### src/rtl/control_stall_sequencer.sv
// Stall sequencer: owns core enable; memory wait states, I/O button handshakes, HALT latch.
// Define CTRL_IO_TIMEOUT_EN to abort stuck I/O handshakes after TIMEOUT_CYCLES.
module control_stall_sequencer #(
  parameter int ID_WIDTH        = 7,
  parameter int MEM_WAIT_CYCLES = 2,
  parameter int SYNC_STAGES     = 2,
  parameter int TIMEOUT_CYCLES  = 1000000
) (
  input  logic                clock,
  input  logic                reset,
  input  logic                instr_valid,
  input  logic [ID_WIDTH-1:0] ID,
  input  logic                confirmation,
  input  logic                continue_button,
  output logic                enable,
  output logic                is_input,
  output logic                is_output,
  output logic                halted,
  output logic                io_ack,
  output logic                io_timeout
);

  typedef enum logic [2:0] {
    S_RUN, S_MEM_WAIT, S_IO_PRESS, S_IO_RELEASE, S_HALTED
  } state_t;

  typedef enum logic [2:0] {
    C_PLAIN, C_MEM, C_OUT, C_IN, C_PAUSE, C_HALT
  } cls_t;

  localparam logic [3:0] WAIT_LOAD = 4'(MEM_WAIT_CYCLES - 1);
  localparam bit MEM_STALLS = (MEM_WAIT_CYCLES > 0);

  state_t state_q, state_d;
  cls_t   cls;
  logic [3:0] wait_q, wait_d;
  logic is_input_q, is_input_d;
  logic is_output_q, is_output_d;
  logic [SYNC_STAGES-1:0] conf_sync_q, conf_sync_d;
  logic [SYNC_STAGES-1:0] cont_sync_q, cont_sync_d;
  logic btn_s;
  logic [31:0] id_w;

`ifdef CTRL_IO_TIMEOUT_EN
  localparam int TO_W = $clog2(TIMEOUT_CYCLES + 1);
  localparam logic [TO_W-1:0] TO_LAST = TO_W'(TIMEOUT_CYCLES - 1);
  logic [TO_W-1:0] to_q, to_d;
`else
  logic unused_timeout;
  assign unused_timeout = ^TIMEOUT_CYCLES;
`endif

  always_comb begin
    conf_sync_d = {conf_sync_q[SYNC_STAGES-2:0], confirmation};
    cont_sync_d = {cont_sync_q[SYNC_STAGES-2:0], continue_button};
  end

  // PAUSE is the only class with both flags set; it waits on continue
  assign btn_s = (is_input_q & is_output_q) ? cont_sync_q[SYNC_STAGES-1]
                                            : conf_sync_q[SYNC_STAGES-1];

  always_comb begin
    id_w = 32'(ID);
    cls  = C_PLAIN;
    unique case (1'b1)
      (id_w >= 32'd40 && id_w <= 32'd57),
      (id_w == 32'd67), (id_w == 32'd68): cls = C_MEM;
      (id_w == 32'd69):                   cls = C_OUT;
      (id_w == 32'd70):                   cls = C_PAUSE;
      (id_w == 32'd71):                   cls = C_IN;
      (id_w == 32'd75):                   cls = C_HALT;
      default:                            cls = C_PLAIN;
    endcase
  end

  always_comb begin
    state_d     = state_q;
    wait_d      = wait_q;
    is_input_d  = is_input_q;
    is_output_d = is_output_q;
    enable      = 1'b0;
    io_ack      = 1'b0;
    io_timeout  = 1'b0;
`ifdef CTRL_IO_TIMEOUT_EN
    to_d        = to_q;
`endif
    unique case (state_q)
      S_RUN: begin
        enable = 1'b1;
`ifdef CTRL_IO_TIMEOUT_EN
        to_d   = '0;
`endif
        if (instr_valid) begin
          unique case (cls)
            C_MEM: begin
              if (MEM_STALLS) begin
                enable  = 1'b0;
                wait_d  = WAIT_LOAD;
                state_d = S_MEM_WAIT;
              end
            end
            C_OUT: begin
              enable      = 1'b0;
              is_output_d = 1'b1;
              state_d     = S_IO_PRESS;
            end
            C_IN: begin
              enable     = 1'b0;
              is_input_d = 1'b1;
              state_d    = S_IO_PRESS;
            end
            C_PAUSE: begin
              enable      = 1'b0;
              is_input_d  = 1'b1;
              is_output_d = 1'b1;
              state_d     = S_IO_PRESS;
            end
            C_HALT: begin
              enable  = 1'b0;
              state_d = S_HALTED;
            end
            default: ;
          endcase
        end
      end
      S_MEM_WAIT: begin
        if (wait_q == 4'd0) begin
          enable  = 1'b1;
          state_d = S_RUN;
        end else begin
          wait_d = wait_q - 4'd1;
        end
      end
      S_IO_PRESS: begin
        if (btn_s) state_d = S_IO_RELEASE;
      end
      S_IO_RELEASE: begin
        if (!btn_s) begin
          enable      = 1'b1;
          io_ack      = 1'b1;
          is_input_d  = 1'b0;
          is_output_d = 1'b0;
          state_d     = S_RUN;
        end
      end
      S_HALTED: ;
      default: state_d = S_RUN;
    endcase
`ifdef CTRL_IO_TIMEOUT_EN
    // a release on the final cycle still counts as a completion
    if (state_q == S_IO_PRESS || state_q == S_IO_RELEASE) begin
      to_d = to_q + TO_W'(1);
      if (to_q == TO_LAST && !io_ack) begin
        enable      = 1'b1;
        io_timeout  = 1'b1;
        is_input_d  = 1'b0;
        is_output_d = 1'b0;
        state_d     = S_RUN;
      end
    end
`endif
  end

  always_ff @(posedge clock or posedge reset) begin
    if (reset) begin
      state_q     <= S_RUN;
      wait_q      <= '0;
      is_input_q  <= 1'b0;
      is_output_q <= 1'b0;
      conf_sync_q <= '0;
      cont_sync_q <= '0;
`ifdef CTRL_IO_TIMEOUT_EN
      to_q        <= '0;
`endif
    end else begin
      state_q     <= state_d;
      wait_q      <= wait_d;
      is_input_q  <= is_input_d;
      is_output_q <= is_output_d;
      conf_sync_q <= conf_sync_d;
      cont_sync_q <= cont_sync_d;
`ifdef CTRL_IO_TIMEOUT_EN
      to_q        <= to_d;
`endif
    end
  end

  assign is_input  = is_input_q;
  assign is_output = is_output_q;
  assign halted    = (state_q == S_HALTED);

endmodule

### config.mk
export PLATFORM = sky130hd
export DESIGN_NAME = control_stall_sequencer
export DESIGN_NICKNAME = d
export VERILOG_FILES = /design/src/rtl/control_stall_sequencer.sv
export SDC_FILE = /design/constraint.sdc
export NUM_CORES = 1
export LEC_CHECK = 0
export ABC_CLOCK_PERIOD_IN_PS = 2200
export CAP_MARGIN = 20
export CORE_MARGIN = 1.5
export CORE_UTILIZATION = 50
export DETAILED_ROUTE_END_ITERATION = 12
export PLACE_DENSITY = 0.78
export SYNTH_ARGS = -nofsm -noshare
export SYNTH_HDL_FRONTEND = slang
export SYNTH_SLANG_ARGS = --single-unit
### constraint.sdc
create_clock -name clock -period 2.2 [get_ports clock]
set_input_delay 0.44 -clock clock [delete_from_list [all_inputs] [get_ports clock]]
set_output_delay 0.44 -clock clock [all_outputs]
set_load 0.005 [all_outputs]
==> results of run 1 <==
## critical path, cell delays in order
cell and delay [ns]:
clkdlybuf4s50_1 0.48, nand3b_1 0.13, a21oi_2 0.17, nor4_2 0.07
or3_1 0.32, buf_2 0.13
## power breakdown
group / internal (mW) / switching (mW) / leakage [nW]
clock network: 0.0674 / 0.0805 / 0.0177
logic: 0.403 / 0.357 / 0.438
registers: 0.307 / 0.0843 / 0.160
## cells by family after synthesis
group                      synth area share, %
DFF                                       35.7
AOI/OAI and AO/OA                         24.8
buffers and inverters                     7.00
other                                    0.411
xor gates and xnor gates                 0.960
muxes                                     3.43
adders and majority gates                 1.37
and+or+nand+nor                           26.3
## cell usage in the layout, fill, tap and decap left out, types with 3 or more instances in the layout
| cell type | n |
|---|---|
| nor3_1 | 3 |
| nor2_1 | 9 |
| o211ai_1 | 3 |
| buf_4 | 26 |
| clkbuf_4 | 3 |
| nand2_1 | 7 |
| dfrtp_1 | 12 |
| inv_1 | 4 |
| clkdlybuf4s50_1 | 8 |
| o21ai_0 | 5 |
| a21oi_1 | 5 |
| dlygate4sd2_1 | 6 |
| nand3_1 | 3 |
## per-layer routing
metal	GRT usage, %	up-vias	share of wire (%)
met4	8.57	0	4.1
met1	31.4	444	44
li1	-	471	-
met3	3.17	14	6.8
met5	0	-	0
met2	34.4	44	45
## state kept, by name (all words and copies together), names as in the netlist
name and flops:
is_output 1, state_q 3, wait_q 4, cont_sync_q 2, is_input 1, conf_sync_q 2
## per-stage QoR
stage	cells	hold slack (ns)	total power, mW
6_report	171	0.351	1.30
5_1_grt	171	0.364	1.38
2_1_floorplan	107	0.317	0.752
4_1_cts	165	0.355	1.15
3_3_place_gp	161	0.334	0.992
3_5_place_dp	161	0.336	1.01
## final cells by class
cell class / count / area (µm²)
multi-input combinational: 81 / 573
fill: 131 / 400
timing repair buffer: 42 / 345
sequential: 13 / 327
tap: 25 / 31.3
clock buffer: 3 / 22.5
inverter: 6 / 22.5
clock inverter: 1 / 5.00
## timing repair
item                                    4_1_cts  5_1_grt
buffers inserted                              0        6
endpoints found under the setup margin        4        5
resized for setup                            14       11
hold endpoints to repair                      0        0
pin swaps                                     5        7
## worst max path at each step
| stage | from | end | depth (start not counted) |
|---|---|---|---|
| global placement | ID[6] | enable | 6 |
| CTS | ID[4] | enable | 6 |
| floorplan | ID[1] | enable | 6 |
| global route | ID[0] | enable | 6 |
| finish | ID[0] | enable | 6 |
| detailed placement | ID[6] | enable | 6 |
==> flow_metrics.tcl, run 1 <==
set metrics [dict create \
    cts-root-buf "clkbuf_4" \
    skew_ns 0.00827 \
    postCtsHoldBufs 0 \
    htree_levels 1 \
    grt_pass1_wl_mm 3.38 \
    drive_above_1_share_pct 33.6 \
    drt_first_iter_violations 25 \
    critical_path_class "in -> out" \
    end_kind "primary output" \
    peakVddDrop_mv 0.709 \
    placed_area_mm2 0.00121 \
    cp.required_ns 1.76 \
    synth.most_common_cell "dfrtp_1" \
    critPathLaunchType "primary input" \
    start_util_pct 52.8 \
    synth_cell_types 46 \
    arrival_ns 1.75 \
    synth_top_area_share_pct 35.7 \
    insertedDiodeCount 0 \
    critical_path.reg2reg.endpoint "state_q[1]$_DFFE_PP0P_" \
    die_area_mm2 0.00209 \
    rsz0062_at_grt "true" \
    nets 160 \
    dp_hpwl_mm 1.67 \
    yosys-top-cells-area "dfrtp_1 36%, nor2_1 4.1%, a21oi_1 3.8%, nand2_1 2.9%, o21ai_0 2.7%" \
    wl_per_cell_um 14.1 \
    ioPinCount 18 \
    min-delay-start "conf_sync_q[0]$_DFF_PP0_" \
    synth_top_area_cell "dfrtp_1" \
    fin_tns_setup_ns 0 \
    drc 0 \
    cts_tree "yes" \
    placement.io_buffers 16 \
    track_usage_pct 22.2 \
    hold_violations 0 \
    syn_area_per_cell_um2 8.52 \
    r2r_cells 7 \
    critPathMaxFanout 2 \
    fin_ws_ns 0.0146 \
    yosysSeqAreaShare_pct 35.7 \
    setup-violations-final 0 \
    synth_area_um2 912 \
    vias 973 \
    syn_nets 120 \
    finish.instance_area_mm2 0.00133 \
    final_max_slew_viol_count 0 \
    min_path_cells 0 \
    routed_wl_mm 2.41 \
    synth_cells 107 \
    grt_overflow 0 \
    pre_cts_ws_ns -0.616 \
    numCtsBuffers 3 \
    yosysWarningCount 0 \
    synthTopCellsByCount "13 x dfrtp_1, 10 x nor2_1, 7 x a21oi_1, 7 x nand2_1, 6 x inv_1" \
    first_global_vias 855 \
    power.leakage_nw 0.616 \
    die_x_um 45.7 \
    synthToLayoutAreaGrowth_pct 45.4 \
    dr.pass1.iters 4 \
    synthArstFlopShare_pct 100 \
    power_density_mw_per_mm2 979 \
    rr_startpoint "wait_q[1]$_DFFE_PP0P_" \
    cap_violations 0 \
    period_share_pct 99.3 \
    cts.clk_slew.worst_paths_ns 0.08 \
    holdPathEnd "conf_sync_q[1]$_DFF_PP0_" \
    die_y_um 45.7 \
    min_path_type "reg -> reg" \
    synth_edf_count 0 \
    clk_latency_ns 0.28 \
    status "finished, final reports clean" \
    finalCoreUtilization_pct 76.8 \
    min_period_ns 2.19 \
    ys_ff_latch 13 \
    reg2reg_setup_slack_ns 0.06 \
    vias_per_cell 5.69 \
    synth-main-ff-cell "dfrtp_1" \
    grt_max_degree 14 \
    cts.sinks 13 \
    core-area_mm2 0.00173 \
    fp-row-count 15 \
    ant_nets 0 \
    place_congestion 0.907 \
    cts.path.max_buffers 2 \
    antenna_found_initial 0 \
    clock.fmax_mhz 458 \
]
Note: power is estimated with default switching activity, not from simulation.
==> run 2, diff against run 1 <==
--- a/config.mk
+++ b/config.mk
@@ -6,10 +6,11 @@
 export NUM_CORES = 1
 export LEC_CHECK = 0
 export ABC_CLOCK_PERIOD_IN_PS = 2200
-export CAP_MARGIN = 20
 export CORE_MARGIN = 1.5
 export CORE_UTILIZATION = 50
+export CTS_CLUSTER_SIZE = 20
 export DETAILED_ROUTE_END_ITERATION = 12
+export MAX_ROUTING_LAYER = met4
 export PLACE_DENSITY = 0.78
 export SYNTH_ARGS = -nofsm -noshare
 export SYNTH_HDL_FRONTEND = slang
==> flow_metrics.tcl, run 2 (synthesis gave the netlist of run 1 again) <==
set metrics [dict create \
    status "finished, final reports clean" \
    rsz0062_at_grt "true" \
    start_util_pct 52.8 \
    path_buf_inv 2 \
    nets 160 \
    top_usage_layer "met2" \
    synthToLayoutAreaGrowth_pct 45.4 \
    drc 0 \
    cts-root-buf "clkbuf_4" \
    finish.instance_area_mm2 0.00133 \
    first_global_vias 855 \
    largest_reg_flops 4 \
    placement.io_buffers 16 \
    numCtsBuffers 3 \
    critPathMaxFanout 2 \
    grt_use_met1_pct 31.4 \
    track_usage_pct 22.9 \
    cts_tree "yes" \
    pre_cts_ws_ns -0.616 \
    power_density_mw_per_mm2 980 \
    routed_wl_mm 2.41 \
    drt_first_iter_violations 25 \
    fin_ws_ns 0.0148 \
    mostFrequentLayoutCells "26 x buf_4, 12 x dfrtp_1, 9 x nor2_1" \
    vias 990 \
    grt_max_degree 14 \
    grt_pass1_wl_mm 3.38 \
    ant_nets 0 \
    cp.required_ns 1.76 \
    fin_tns_setup_ns 0 \
    clock.fmax_mhz 458 \
    core-area_mm2 0.00173 \
    cts.clk_slew.worst_paths_ns 0.08 \
    placed_area_mm2 0.00121 \
    regMostFlops "wait_q" \
    power.leakage_nw 0.616 \
    insertedDiodeCount 0 \
    die_x_um 45.7 \
    nFillCells 131 \
    cap_violations 0 \
    wl_per_cell_um 14.1 \
    crit_path_max_incr_delay_ns 0.48 \
    final_common_cell "buf_4" \
    final_max_slew_viol_count 0 \
    crit_slowest_cell "clkdlybuf4s50_1" \
    end_kind "primary output" \
    peakVddDrop_mv 0.710 \
    fp-row-count 15 \
    dr.pass1.iters 4 \
    die_y_um 45.7 \
    ioPinCount 18 \
    use_met3_pct 3.17 \
    arrival_ns 1.75 \
    cts.path.max_buffers 2 \
    clk_latency_ns 0.28 \
    antenna_found_initial 0 \
    critPathLaunchType "primary input" \
    min_path_type "reg -> reg" \
    skew_ns 0.00802 \
    die_area_mm2 0.00209 \
    hold_violations 0 \
    grt_overflow 0 \
    period_share_pct 99.3 \
    place_congestion 0.923 \
    htree_levels 1 \
    cp_top_family "buffers and inverters" \
    grt_util_met2_pct 34.4 \
    dp_hpwl_mm 1.67 \
    finalCoreUtilization_pct 76.8 \
    path_cells "clkdlybuf4s50_1 > nand3b_1 > a21oi_2 > nor4_2 > or3_1 > buf_2" \
    drive_above_1_share_pct 33.6 \
    reg_top3 "wait_q x4, state_q x3" \
    critical_path_class "in -> out" \
    cts.sinks 13 \
    min_period_ns 2.19 \
    holdWs_ns 0.351 \
    vias_per_cell 5.79 \
    setup-violations-final 0 \
]
==> run 2: cell counts in the layout (fill, tap and decap cells not counted) <==
No cell type changed its count.
==> run 2: final timing paths <==
kind	from	endpoint	slack, ns	depth (start not counted)
min	conf_sync_q[0]$_DFF_PP0_	conf_sync_q[1]$_DFF_PP0_	0.35	0
min reg2reg	conf_sync_q[0]$_DFF_PP0_	conf_sync_q[1]$_DFF_PP0_	0.35	0
max	ID[0]	enable	0.01	6
max in group asynchronous	reset	state_q[1]$_DFFE_PP0P_	1.37	2
min in group asynchronous	reset	wait_q[0]$_DFFE_PP0P_	0.48	2
max reg2reg	wait_q[1]$_DFFE_PP0P_	state_q[1]$_DFFE_PP0P_	0.06	7
==> run 2: worst reg2reg max path: stages (launching register included) <==
cell and delay [ns]:
dfrtp_1 0.40, inv_2 0.09, ha_4 0.14, buf_4 0.10, or3b_2 0.49, a32o_1 0.31, a21o_1 0.18, o31ai_1 0.32
==> run 2: metrics by stage <==
stage               cells  total power [mW]
finish                171              1.30
global route          171              1.38
CTS                   165              1.15
floorplan             107             0.752
global placement      161             0.992
detailed placement    161              1.01
==> run 2: timing repair <==
action	in CTS	in global routing
hold buffers	0	0
buffers inserted	0	6
gates cloned	0	0
endpoints found under the setup margin	4	5
resized for setup	14	11
pin swaps	5	7
==> run 2: power by group <==
part,total (mW),internal (mW),switching [mW]
Combinational,0.761,0.403,0.358
Clock,0.147,0.0673,0.0795
Sequential,0.391,0.307,0.0845
Total,1.30,0.777,0.522
==> run 2: final cells by class <==
type,instances,area (µm²),area share [%]
Sequential cell,13,327,24.6
Inverter,6,22.5,1.70
Clock inverter,1,5.00,0.377
Timing Repair Buffer,42,345,26.0
Multi-Input combinational cell,81,573,43.2
Clock buffer,3,22.5,1.70
Tap cell,25,31.3,2.36
==> run 2: metal layers <==
| metal | vias to the layer above | routed length, µm |
|---|---|---|
| met5 | - | 0 |
| met4 | 0 | 89 |
| met3 | 12 | 175 |
| met2 | 54 | 1080 |
| met1 | 453 | 1070 |
| li1 | 471 | - |
==> run 3, diff against run 2 <==
--- a/config.mk
+++ b/config.mk
@@ -6,12 +6,13 @@
 export NUM_CORES = 1
 export LEC_CHECK = 0
 export ABC_CLOCK_PERIOD_IN_PS = 2200
-export CORE_MARGIN = 1.5
+export CORE_MARGIN = 2
 export CORE_UTILIZATION = 50
 export CTS_CLUSTER_SIZE = 20
 export DETAILED_ROUTE_END_ITERATION = 12
 export MAX_ROUTING_LAYER = met4
 export PLACE_DENSITY = 0.78
+export RECOVER_POWER = 25
 export SYNTH_ARGS = -nofsm -noshare
 export SYNTH_HDL_FRONTEND = slang
 export SYNTH_SLANG_ARGS = --single-unit
==> flow_metrics.tcl, run 3 (synthesis gave the netlist of run 1 again) <==
set metrics [dict create \
    status "finished, final reports clean" \
    critical_path.reg2reg.endpoint "state_q[0]$_DFFE_PP0P_" \
    power.leakage_nw 0.610 \
    clkPwrFrac_pct 12.2 \
    critPathMaxFanout 5 \
    die_y_um 46.7 \
    clk_latency_ns 0.28 \
    skew_ns 0.00686 \
    dp_hpwl_mm 1.71 \
    rsz0062_at_grt "true" \
    fin_ws_ns 0.0301 \
    period_share_pct 98.6 \
    cts.path.max_buffers 2 \
    synthToLayoutAreaGrowth_pct 43.2 \
    drive_above_1_share_pct 31.9 \
    reg2reg_setup_slack_ns 0.11 \
    ioPinCount 18 \
    regMostFlops "wait_q" \
    critical_path_class "in -> out" \
    finish.instance_area_mm2 0.00131 \
    power_density_mw_per_mm2 938 \
    track_usage_pct 23.4 \
    r2r_cells 7 \
    crit_path_max_incr_delay_ns 0.36 \
    postCtsHoldBufs 0 \
    drt_first_iter_violations 40 \
    vias 949 \
    peakVddDrop_mv 0.753 \
    placement.io_buffers 16 \
    mostFrequentLayoutCells "24 x buf_4, 13 x dfrtp_1, 9 x nor2_1" \
    die_x_um 46.7 \
    cts.clk_slew.worst_paths_ns 0.08 \
    cts_tree "yes" \
    cp.required_ns 1.76 \
    antenna_found_initial 0 \
    crit_slowest_cell "or3_1" \
    vias_per_cell 5.62 \
    grt_max_degree 14 \
    switching_share_pct 39.4 \
    fin_tns_setup_ns 0 \
    hold_violations 0 \
    power_mw 1.23 \
    numCtsBuffers 3 \
    setup.worst_path.start "ID[2]" \
    core-area_mm2 0.00173 \
    htree_levels 1 \
    start_util_pct 52.8 \
    die_area_mm2 0.00218 \
    p_seq_share_pct 30.9 \
    comb_power_share_pct 56.9 \
    grt_pass1_wl_mm 3.45 \
    crit_path_end "enable" \
    nets 158 \
    path_depth 6 \
    placed_area_mm2 0.00121 \
    holdWs_ns 0.353 \
    wl_per_cell_um 13.4 \
    routed_wl_mm 2.27 \
    critPathLaunchType "primary input" \
    largest_reg_flops 4 \
    path_buf_inv 2 \
    path_cells "dlygate4sd2_1 > nand3b_1 > a21oi_4 > nor4_4 > or3_1 > buf_2" \
    first_global_vias 820 \
    cp_top_family "simple AND/OR/NAND/NOR gates" \
    nFillCells 134 \
    fp-row-count 15 \
    cts-root-buf "clkbuf_4" \
    rr_startpoint "wait_q[1]$_DFFE_PP0P_" \
    dr.pass1.iters 4 \
    insertedDiodeCount 0 \
    grt_overflow 0 \
    final_max_slew_viol_count 0 \
    place_congestion 0.891 \
    power.internal_mw 0.743 \
    min_path_type "reg -> reg" \
    power_switching_mw 0.482 \
    final_common_cell "buf_4" \
    reg_top3 "wait_q x4, state_q x3" \
    setup-violations-final 0 \
    end_kind "primary output" \
    cap_violations 0 \
    arrival_ns 1.73 \
    ant_nets 0 \
    min_period_ns 2.17 \
    pre_cts_ws_ns -0.672 \
    clock.fmax_mhz 461 \
    cts.sinks 13 \
    drc 0 \
]
-- run 3: cell types whose count changed in the layout (fill, tap and decap cells not counted), moves of 2 or more --
cell	previous run	this run
a21oi_2	2	0
buf_4	26	24
clkbuf_2	0	2
clkdlybuf4s50_1	8	4
dlygate4sd2_1	6	3
dlygate4sd3_1	0	3
inv_1	4	6
inv_2	2	0
-- run 3: power groups by stage --
stage	combinational [mW]	sequential (mW)	clock [mW]
floorplan	0.398	0.353	0
detailed placement	0.645	0.372	0
CTS	0.661	0.368	0.156
global placement	0.623	0.367	0
finish	0.697	0.379	0.150
global route	0.754	0.388	0.162
-- run 3: final cells by class --
| cell class | instances | area [µm²] | share of cell area, % |
|---|---|---|---|
| clock buffer | 3 | 22.5 | 1.72 |
| clock inverter | 1 | 5.00 | 0.383 |
| inverter | 6 | 22.5 | 1.72 |
| multi-input combinational | 81 | 573 | 43.9 |
| sequential | 13 | 325 | 24.9 |
| tap | 25 | 31.3 | 2.39 |
| timing repair buffer | 40 | 327 | 25.0 |
-- run 3: how the worst min path moves through the flow --
stage                             start                        to  cells after the start
4_1_cts        conf_sync_q[0]$_DFF_PP0_  conf_sync_q[1]$_DFF_PP0_                      0
5_1_grt        conf_sync_q[0]$_DFF_PP0_  conf_sync_q[1]$_DFF_PP0_                      0
3_5_place_dp   conf_sync_q[0]$_DFF_PP0_  conf_sync_q[1]$_DFF_PP0_                      0
2_1_floorplan                     reset  conf_sync_q[0]$_DFF_PP0_                      1
3_3_place_gp   cont_sync_q[0]$_DFF_PP0_  cont_sync_q[1]$_DFF_PP0_                      0
6_report       conf_sync_q[0]$_DFF_PP0_  conf_sync_q[1]$_DFF_PP0_                      0
-- run 3: per-stage QoR --
step,std cells,utilization [%]
2_1_floorplan,107,-
6_report,169,75.7
5_1_grt,169,75.7
3_3_place_gp,161,70.2
3_5_place_dp,161,70.2
4_1_cts,168,73.3
-- run 3: worst register-to-register path, stage by stage (launching register included) --
cell       delay, ns
dfrtp_1         0.39
inv_1           0.08
ha_2            0.18
buf_4           0.10
or3b_2          0.48
a32o_1          0.31
a211o_1         0.30
o2bb2ai_1       0.16
-- run 3: layer usage --
layer  vias up  GRT usage, %  wire, µm
li1        465             -         -
met1       439          28.9      1010
met2        43          36.9      1100
met3         2          4.71       140
met4         0          10.0        19
met5         -             -         0
-- run 3: repair_timing --
item                                    CTS  global route
gates resized for setup                  15            13
gates cloned                              0             0
endpoints found under the setup margin    3             5
setup buffers                             3             1
pin swaps                                 5             5
endpoints found under the hold margin     0             0
